File: src/rtl/chess_key_conditioner_pkg.sv
// rtl/chess_key_conditioner_pkg.sv - key indices, channel state encoding and default timing
package chess_key_conditioner_pkg;

    localparam int KEY_LEFT  = 0;
    localparam int KEY_UP    = 1;
    localparam int KEY_DOWN  = 2;
    localparam int KEY_RIGHT = 3;

    // 10 ms debounce, 500 ms first repeat, 200 ms repeat period at 50 MHz
    localparam int DEFAULT_DEBOUNCE_CYCLES = 500000;
    localparam int DEFAULT_REPEAT_DELAY    = 25000000;
    localparam int DEFAULT_REPEAT_PERIOD   = 10000000;

    typedef enum logic [2:0] {
        KEY_RELEASED,
        KEY_PRESS_WAIT,
        KEY_HELD_DELAY,
        KEY_HELD_REPEAT,
        KEY_RELEASE_WAIT
    } key_state_t;

    function automatic int max3(input int a, input int b, input int c);
        int m;
        m = (a > b) ? a : b;
        return (m > c) ? m : c;
    endfunction

endpackage

File: src/rtl/chess_key_channel.sv
// rtl/chess_key_channel.sv - per-key synchroniser, debounce and auto-repeat FSM
module chess_key_channel
    import chess_key_conditioner_pkg::*;
#(
    parameter int DEBOUNCE_CYCLES = DEFAULT_DEBOUNCE_CYCLES,
    parameter int REPEAT_DELAY    = DEFAULT_REPEAT_DELAY,
    parameter int REPEAT_PERIOD   = DEFAULT_REPEAT_PERIOD,
    parameter bit REPEAT_EN       = 1'b1
) (
    input  logic clock,
    input  logic reset,
    input  logic key_raw_n,
    output logic key_event,
    output logic held
);
    localparam int CNT_MAX = max3(DEBOUNCE_CYCLES, REPEAT_DELAY, REPEAT_PERIOD);
    localparam int CNT_W   = $clog2(CNT_MAX + 1);
    localparam logic [CNT_W-1:0] DEB_LAST    = CNT_W'(DEBOUNCE_CYCLES - 1);
    localparam logic [CNT_W-1:0] DELAY_LAST  = CNT_W'(REPEAT_DELAY - 1);
    localparam logic [CNT_W-1:0] PERIOD_LAST = CNT_W'(REPEAT_PERIOD - 1);

    logic [1:0]       sync;
    logic             level;
    key_state_t       state, state_next;
    logic [CNT_W-1:0] cnt, cnt_next, cnt_inc;
    logic             in_repeat, in_repeat_next;
    logic             held_next;

    assign level   = sync[1];
    assign cnt_inc = (&cnt) ? cnt : cnt + 1'b1;

    // Inverting ahead of the first flop makes the cleared synchroniser read as released
    always_ff @(posedge clock or posedge reset) begin
        if (reset) begin
            sync      <= '0;
            state     <= KEY_RELEASED;
            cnt       <= '0;
            in_repeat <= 1'b0;
            held      <= 1'b0;
        end else begin
            sync      <= {sync[0], ~key_raw_n};
            state     <= state_next;
            cnt       <= cnt_next;
            in_repeat <= in_repeat_next;
            held      <= held_next;
        end
    end

    always_comb begin
        state_next     = state;
        cnt_next       = cnt_inc;
        in_repeat_next = in_repeat;
        held_next      = held;
        key_event      = 1'b0;
        case (state)
            KEY_RELEASED: begin
                cnt_next = '0;
                if (level) state_next = KEY_PRESS_WAIT;
            end
            KEY_PRESS_WAIT: begin
                if (!level) begin
                    state_next = KEY_RELEASED;
                    cnt_next   = '0;
                end else if (cnt == DEB_LAST) begin
                    state_next     = KEY_HELD_DELAY;
                    cnt_next       = '0;
                    key_event      = 1'b1;
                    held_next      = 1'b1;
                    in_repeat_next = 1'b0;
                end
            end
            KEY_HELD_DELAY: begin
                if (!level) begin
                    state_next = KEY_RELEASE_WAIT;
                    cnt_next   = '0;
                end else if (cnt == DELAY_LAST) begin
                    state_next     = KEY_HELD_REPEAT;
                    cnt_next       = '0;
                    key_event      = REPEAT_EN;
                    in_repeat_next = 1'b1;
                end
            end
            KEY_HELD_REPEAT: begin
                if (!level) begin
                    state_next = KEY_RELEASE_WAIT;
                    cnt_next   = '0;
                end else if (cnt == PERIOD_LAST) begin
                    cnt_next  = '0;
                    key_event = REPEAT_EN;
                end
            end
            KEY_RELEASE_WAIT: begin
                // A release glitch resumes the held phase with a fresh repeat timer
                if (level) begin
                    state_next = in_repeat ? KEY_HELD_REPEAT : KEY_HELD_DELAY;
                    cnt_next   = '0;
                end else if (cnt == DEB_LAST) begin
                    state_next = KEY_RELEASED;
                    cnt_next   = '0;
                    held_next  = 1'b0;
                end
            end
            default: begin
                state_next = KEY_RELEASED;
                cnt_next   = '0;
            end
        endcase
    end

endmodule

File: src/rtl/chess_key_conditioner.sv
// rtl/chess_key_conditioner.sv - four debounced key channels with a pending-flag move pulse arbiter
module chess_key_conditioner
    import chess_key_conditioner_pkg::*;
#(
    parameter int DEBOUNCE_CYCLES = DEFAULT_DEBOUNCE_CYCLES,
    parameter int REPEAT_DELAY    = DEFAULT_REPEAT_DELAY,
    parameter int REPEAT_PERIOD   = DEFAULT_REPEAT_PERIOD,
    parameter bit REPEAT_EN       = 1'b1
) (
    input  logic       clock,
    input  logic       resetApp,
    input  logic [3:0] KeyRaw,
    output logic       KeyLeft,
    output logic       KeyUp,
    output logic       KeyDown,
    output logic       KeyRight,
    output logic [3:0] KeyHeld
);
    if (DEBOUNCE_CYCLES < 1 || REPEAT_DELAY < 1 || REPEAT_PERIOD < 1) begin : g_bad_params
        $error("chess_key_conditioner: DEBOUNCE_CYCLES, REPEAT_DELAY and REPEAT_PERIOD must be >= 1");
    end

    logic [3:0] key_event;
    logic [3:0] pending;
    logic [3:0] grant;
    logic [3:0] pulse;

    for (genvar k = 0; k < 4; k++) begin : g_chan
        chess_key_channel #(
            .DEBOUNCE_CYCLES(DEBOUNCE_CYCLES),
            .REPEAT_DELAY   (REPEAT_DELAY),
            .REPEAT_PERIOD  (REPEAT_PERIOD),
            .REPEAT_EN      (REPEAT_EN)
        ) u_chan (
            .clock    (clock),
            .reset    (resetApp),
            .key_raw_n(KeyRaw[k]),
            .key_event(key_event[k]),
            .held     (KeyHeld[k])
        );
    end

    always_comb begin
        grant = '0;
        if (pending[KEY_LEFT])       grant[KEY_LEFT]  = 1'b1;
        else if (pending[KEY_RIGHT]) grant[KEY_RIGHT] = 1'b1;
        else if (pending[KEY_UP])    grant[KEY_UP]    = 1'b1;
        else if (pending[KEY_DOWN])  grant[KEY_DOWN]  = 1'b1;
    end

    // An event landing on an already-pending key is dropped, even if that key is served now
    always_ff @(posedge clock or posedge resetApp) begin
        if (resetApp) begin
            pending <= '0;
            pulse   <= '0;
        end else begin
            pending <= (pending & ~grant) | (key_event & ~pending);
            pulse   <= grant;
        end
    end

    assign KeyLeft  = pulse[KEY_LEFT];
    assign KeyUp    = pulse[KEY_UP];
    assign KeyDown  = pulse[KEY_DOWN];
    assign KeyRight = pulse[KEY_RIGHT];

endmodule

File: config.mk
export PLATFORM = sky130hd
export DESIGN_NAME = chess_key_conditioner
export DESIGN_NICKNAME = d
export VERILOG_FILES = /design/src/rtl/chess_key_conditioner_pkg.sv /design/src/rtl/chess_key_channel.sv /design/src/rtl/chess_key_conditioner.sv
export SDC_FILE = /design/constraint.sdc
export NUM_CORES = 1
export LEC_CHECK = 0
export ABC_AREA = 1
export CAP_MARGIN = 20
export CORE_MARGIN = 4
export CORE_UTILIZATION = 53
export CTS_CLUSTER_SIZE = 30
export DETAILED_ROUTE_END_ITERATION = 8
export GPL_ROUTABILITY_DRIVEN = 0
export PLACE_DENSITY = 0.72
export SKIP_CTS_REPAIR_TIMING = 1
export SLEW_MARGIN = 20
export SYNTH_ARGS = -nofsm -noshare
export SYNTH_HDL_FRONTEND = slang
export SYNTH_SLANG_ARGS = --single-unit
export TNS_END_PERCENT = 10
File: constraint.sdc
create_clock -name clock -period 4.05 [get_ports clock]
set_input_delay 0.405 -clock clock [delete_from_list [all_inputs] [get_ports clock]]
set_output_delay 0.405 -clock clock [all_outputs]
set_load 0.05 [all_outputs]
# [Word level (Yosys, flattened, before mapping)]
# Index checks and enable logic that the tools add are counted.
[word_totals] inputBits=6 regBits=136 elab_cells=282
[classes] add_sub_neg=4 eq_ne=72 n_reduce_logical=28 bitwise_logic=9 n_mux=147
[ops] operator="25-bit two-way mux" n=32
[ops] operator="25-bit one-hot mux with 4 select lines" n=4
[ops] operator="25-bit by 1-bit adder with 25-bit output (second input constant)" n=4
[ops] operator="25-bit by 19-bit equality test with 1-bit output (second input constant)" n=4
[ops] operator="25-bit by 24-bit equality test with 1-bit output (second input constant)" n=4
[ops] operator="25-bit equality test (second input constant)" n=4
[ops] operator="25-bit AND reduction" n=4
[ops] operator="3-bit two-way mux" n=33
[ops] operator="1-bit two-way mux" n=61
[ops] operator="3-bit one-hot mux with 5 select lines" n=4
[ops] operator="5-bit AND reduction" n=12
[ops] operator="2-bit by 1-bit inequality test with 1-bit output (second input constant)" n=24
[ops] operator="3-bit by 2-bit equality test with 1-bit output (second input constant)" n=8
[ops] operator="3-bit inequality test (second input constant)" n=8
[ops] operator="2-bit inequality test (second input constant)" n=8
[ops] operator="1-bit one-hot mux with 2 select lines" n=8
[ops] operator="2-bit nonzero test" n=8
[ops] operator="3-bit by 1-bit equality test with 1-bit output (second input constant)" n=4
[ops] operator="3-bit equality test (second input constant)" n=4
[ops] operator="3-bit zero test" n=4
[ops] operator="3-bit by 1-bit inequality test with 1-bit output (second input constant)" n=4
[ops] operator="1-bit one-hot mux with 3 select lines" n=4
[ops] operator="4-bit AND" n=2
[ops] operator="4-bit NOT" n=2
[ops] operator="other kinds (3)" n=6

# [Logic depth before layout (Yosys ltp)]
[logic_depth] word_depth=7 depth_mapped=13 depth_no_buf=12

# [Cells and area by module]
# From an unflattened synthesis, not the netlist that was laid out.
[unflattened] hier_cells=1570 area_unflattened_um2=9995.8
[modules_own_cells] module="chess_key_channel at g_chan[0].u_chan ..." instances=3 cells_each=396 area_per_inst_um2=2446.1 seq_area_each_um2=800.8
[modules_own_cells] module="chess_key_channel at g_chan[3].u_chan" instances=1 cells_each=356 area_per_inst_um2=2377.3 seq_area_each_um2=800.8
[modules_own_cells] module="chess_key_conditioner" instances=1 cells_each=26 area_per_inst_um2=280.3 seq_area_each_um2=200.2

# [Worst setup path before layout]
# No wires, ideal clock.
[synth_path] path_type="reg-to-reg" startpoint="register g_chan[1].u_chan.cnt[0]" endpoint="register g_chan[1].u_chan.cnt[1]" slack_ns=2.298 arrival_ns=1.632 synth_period_minus_slack_ns=1.752 path_stages_with_launch=12 path_buffers=1 cell_sequence="dfrtp_1 > ha_1 > nand3_2 > nor2_4 > inv_2 > nor2_2 > nand2_1 > nand2_1 > nand2_2 > nor2_8 > buf_12 > nor2_1"
[synth_via] elab_chain_cells=5 word_cells_on_any_way=14 cone_classes="add/sub: 1; eq/ne: 3; mux: 9; reduce/logical: 1"
[synth_rtl] element="from (decl)" line_no="chess_key_channel.sv:25" source="logic [CNT_W-1:0] cnt, cnt_next, cnt_inc;"
[synth_rtl] element="from (signal assigned)" line_no="chess_key_channel.sv:43" source="cnt <= cnt_next;"
[synth_rtl] element="25-bit by 1-bit adder with 25-bit output or 25-bit AND reduction (tied branches)" line_no="chess_key_channel.sv:30" source="assign cnt_inc = (&cnt) ? cnt : cnt + 1'b1;"
[synth_rtl] element="25-bit two-way mux" line_no="chess_key_channel.sv:30"
[synth_rtl] element="25-bit two-way mux (on tied branches) (2 in a row)"
[synth_rtl] element="25-bit one-hot mux with 4 select lines *" line_no="chess_key_channel.sv:55" source="case (state)"
[synth_rtl] element="named net g_chan[1].u_chan.cnt_next[1]" line_no="chess_key_channel.sv:25"
# Mark *: on every way through the listed nets, which the timed path passes. The rest lies on a longest branch.
# A chain may end at the register's enable or synchronous reset.

# [Worst setup path after layout]
[layout_path] startpoint="register g_chan[2].u_chan.cnt[0]" endpoint="register g_chan[2].u_chan.cnt[1]"
[layout_via] elab_chain_cells=5 word_cells_on_any_way=14 cone_classes="add/sub: 1; eq/ne: 3; mux: 9; reduce/logical: 1"
[layout_rtl] element="from (decl)" line_no="chess_key_channel.sv:25"
[layout_rtl] element="from (signal assigned)" line_no="chess_key_channel.sv:43"
[layout_rtl] element="25-bit by 1-bit adder with 25-bit output or 25-bit AND reduction (tied branches)" line_no="chess_key_channel.sv:30"
[layout_rtl] element="25-bit two-way mux" line_no="chess_key_channel.sv:30"
[layout_rtl] element="25-bit two-way mux (on tied branches) (2 in a row)"
[layout_rtl] element="25-bit one-hot mux with 4 select lines *" line_no="chess_key_channel.sv:55"
[layout_rtl] element="named net g_chan[2].u_chan.cnt_next[1]" line_no="chess_key_channel.sv:25"
# Marked as above.

==> impl_metrics.csv <==
group,metric,value,unit
cells_and_area,drive_above_1_share,9.287,%
detailed_routing,routed_wirelength,21220,µm
detailed_routing,post-route-drc-count,0,
critical_path,end_kind,"flip-flop",
clock_tree,tritoncts,"done",
synthesis,yosysSeqAreaShare,37.03,%
timing,fin_crit,2242,ps
global_routing,antenna_found_initial,0,
clock_tree,h-tree-depth,4,
critical_path,worstSetupPathType,"flip-flop to flip-flop",
synthesis,syn-num-nets,1333,
clock_tree,cts_buffer_depth,2,
synthesis,ys.flop_type,"dfrtp_1",
critical_path,crit_slowest_cell,"dfrtp_1",
outcome,outcome,"completed",
pwr,power_frac_seq,38.9,%
synthesis,synth_cell_types,49,
timing,period_share,55.36,%
floorplan,die_y,139.7,µm
critical_path,r2r_cells,10,
floorplan,die_x,139.7,µm
clock_tree,clkTransAtPathRegs,60,ps
detailed_routing,dr.pass1.iters,6,
synthesis,yosysWarnings,0,
floorplan,core,0.01676,mm²
pwr,internal-power,2.621,mW
pwr,total_power,3.934,mW
critical_path,slowest_delay,400,ps
pwr,p_sw_share,33.37,%
timing,rsz0062_at_grt,"no",
synthesis,synth_top_area_share,37.03,%
place,dp_hpwl,15460,µm
worst_hold_path,hold_start,"g_chan[1].u_chan.sync[0]",
cells_and_area,fin_util,59.78,%
critical_path,cp_top_family,"simple AND/OR/NAND/NOR gates",
worst_hold_path,min_path_type,"flip-flop to flip-flop",
synthesis,syn-cell-area,0.009191,mm²
cells_and_area,multi_input_area,0.004922,mm²
worst_hold_path,whs_path_depth,0,
synthesis,synthArstFlopShare,100.0,%
global_routing,grt_max_degree,102,
synthesis,synth_top_cell_by_area,"dfrtp_1",
timing,worstMarginPinSlew,914.8,ps
detailed_routing,via_per_inst,5.307,
place,postPlaceCellArea,0.009430,mm²
synthesis,avgSynthCellArea,6.947,µm²
timing,fin_skew,5.098,ps
global_routing,grt_pass1_wl,36290,µm
clock_tree,cts-root-buf,"clkbuf_16",
worst_hold_path,holdPathEnd,"g_chan[1].u_chan.sync[1]",
synthesis,netlist_instances,1323,
detailed_routing,ant_nets,0,
synthesis,synth_commonest_cells,"nand2_1, nor2_1, inv_1",
critical_path,reg2reg_from,"g_chan[2].u_chan.cnt[0]",
clock_tree,numCtsBuffers,17,
critical_path,crit_chain,"ha_1 > nand3_4 > inv_2 > nand2_2 > nor2_2 > nand4_1 > inv_2 > nand2_1 > o21ai_0 > a21oi_1",
pwr,ir_drop,0.3294,mV
floorplan,rows,47,
cells_and_area,regArea,0.003403,mm²
synthesis,synth_edf_count,0,
pwr,pwr-share-comb,21.8,%
clock_tree,cts.sinks,136,
critical_path,worst-path-max-fanout,12,
detailed_routing,routedWlPerCell,13.55,µm
global_routing,gr-total-overflow,0,
floorplan,ios,14,
timing,hold_violations,0,
floorplan,die-area,0.01951,mm²
pwr,p_clk_share,39.4,%
detailed_routing,first_iter_violations,730,
timing,setup_viol,0,
timing,final_max_slew_viol_count,0,
job,cap_violations,0,
critical_path,reg2reg_to,"g_chan[2].u_chan.cnt[1]",
pwr,power_density,392.7,mW/mm²
floorplan,initial_core_util,54.84,%
cells_and_area,fin_area,0.01002,mm²
critical_path,crit_buf_inv,2,
cells_and_area,nets,1343,
critical_path,cp-start-kind,"flip-flop",
cells_and_area,area_growth,9.012,%
timing,slew_headroom,39.01,%
timing,final.setup.tns,0,ps
timing,clock.fmax,0.4460,GHz
detailed_routing,vias,8310,
pwr,p_switching,1.313,mW
synthesis,synth_most_common_cell,"nand2_1",
critical_path,required,4340,ps
pwr,power.leakage,4.524,nW
place,portBuffers,13,
clock_tree,insertion_delay,420,ps
cells_and_area,fill_cells,1596,
global_routing,grt_pass1_vias,7709,
synthesis,synth_seq_cells,136,
synthesis,synth_area_leaders,"dfrtp_1, nand2_1, nor2_1, inv_1, xor2_1",
cells_and_area,insertedDiodeCount,0,
global_routing,groute.usage.overall,22.17,%
critical_path,reg2reg_slack,1810,ps
critical_path,critPathArrivalTime,2530,ps
critical_path,cpMostUsedCell,"inv_2",
==> state kept, by name, summed over array words and instances (netlist names) <==
signal / count
g_chan.u_chan.cnt: 100
g_chan.u_chan.held: 4
g_chan.u_chan.in_repeat: 4
g_chan.u_chan.state: 12
g_chan.u_chan.sync: 8
pending: 4
pulse: 4
==> stage by stage <==
| step | instances | hold slack [ps] | worst slack (ps) |
|---|---|---|---|
| after floorplan | 1323 | 331.2 | 5.541 |
| after global placement | 1534 | 336.2 | 1908 |
| after detailed placement | 1534 | 343.4 | 1811 |
| after CTS | 1566 | 349.5 | 1809 |
| after global routing | 1566 | 352.1 | 1601 |
| final | 1566 | 346.9 | 1808 |
==> cell families (layout without fill, tap and decap cells) <==
logic type,after synthesis,after routing,share of synthesized area [%]
simple gates,799,799,39.45
xor+xnor,57,57,5.432
buf+inv,202,225,9.420
compound gates,125,125,8.127
flops,136,136,37.03
fa+ha+maj,4,4,0.5445
==> worst max path at each step <==
| stage | end | start | cells after the start |
|---|---|---|---|
| final | g_chan[2].u_chan.cnt[1] | g_chan[2].u_chan.cnt[0] | 10 |
| after floorplan | g_chan[0].u_chan.cnt[0] | resetApp | 1 |
| after global routing | g_chan[2].u_chan.cnt[1] | g_chan[2].u_chan.cnt[0] | 10 |
| after CTS | g_chan[2].u_chan.cnt[1] | g_chan[2].u_chan.cnt[0] | 10 |
| after detailed placement | g_chan[2].u_chan.cnt[1] | g_chan[2].u_chan.cnt[0] | 10 |
| after global placement | g_chan[2].u_chan.cnt[1] | g_chan[2].u_chan.cnt[0] | 10 |
==> metal layers <==
metal  vias to the layer above  GRT usage, %  routed length (µm)
met5                         -             0                   0
met4                         0         6.323                 349
met3                        35         4.048                1335
met2                       274         34.54                9553
met1                      3814         31.80                9984
li1                       4187             -                   -
==> final cells by class <==
class | instances | area share (%)
multi-input cells | 985 | 49.13
clock inverters | 13 | 1.461
repair buffers | 14 | 1.499
flip-flops and latches | 136 | 33.97
inverters | 179 | 6.781
well taps | 220 | 2.747
clock buffers | 19 | 4.421
==> power by group through the flow <==
stage / combinational, mW / sequential, mW / clock, mW
6_report: 0.856 / 1.53 / 1.55
5_1_grt: 0.978 / 1.54 / 1.64
4_1_cts: 0.863 / 1.53 / 1.58
3_5_place_dp: 0.854 / 1.55 / 0
3_3_place_gp: 0.853 / 1.55 / 0
2_1_floorplan: 0.781 / 1.53 / 0
==> cell usage in the layout (no fill, tap or decap), types with 6 or more instances in the layout <==
cell               n
nand2_1          342
nor2_1           218
inv_1            166
dfrtp_1          136
nand3_1           83
a21oi_1           51
xor2_1            51
nor3_1            39
nand4_1           29
o21ai_0           29
nand2_2           19
clkbuf_16         17
nor2_2            15
and2_1            13
clkdlybuf4s50_1   13
a21oi_2           11
nor2_4            10
inv_2             10
nand3_2            6
xnor2_1            6
o21a_1             6
==> worst register-to-register path: stages (launching register included) <==
cell and delay (ps):
dfrtp_1 400, ha_1 250, nand3_4 150, inv_2 120, nand2_2 70, nor2_2 140, nand4_1 390, inv_2 360
nand2_1 80, o21ai_0 80, a21oi_1 80
(Power assumes the default switching activity.)
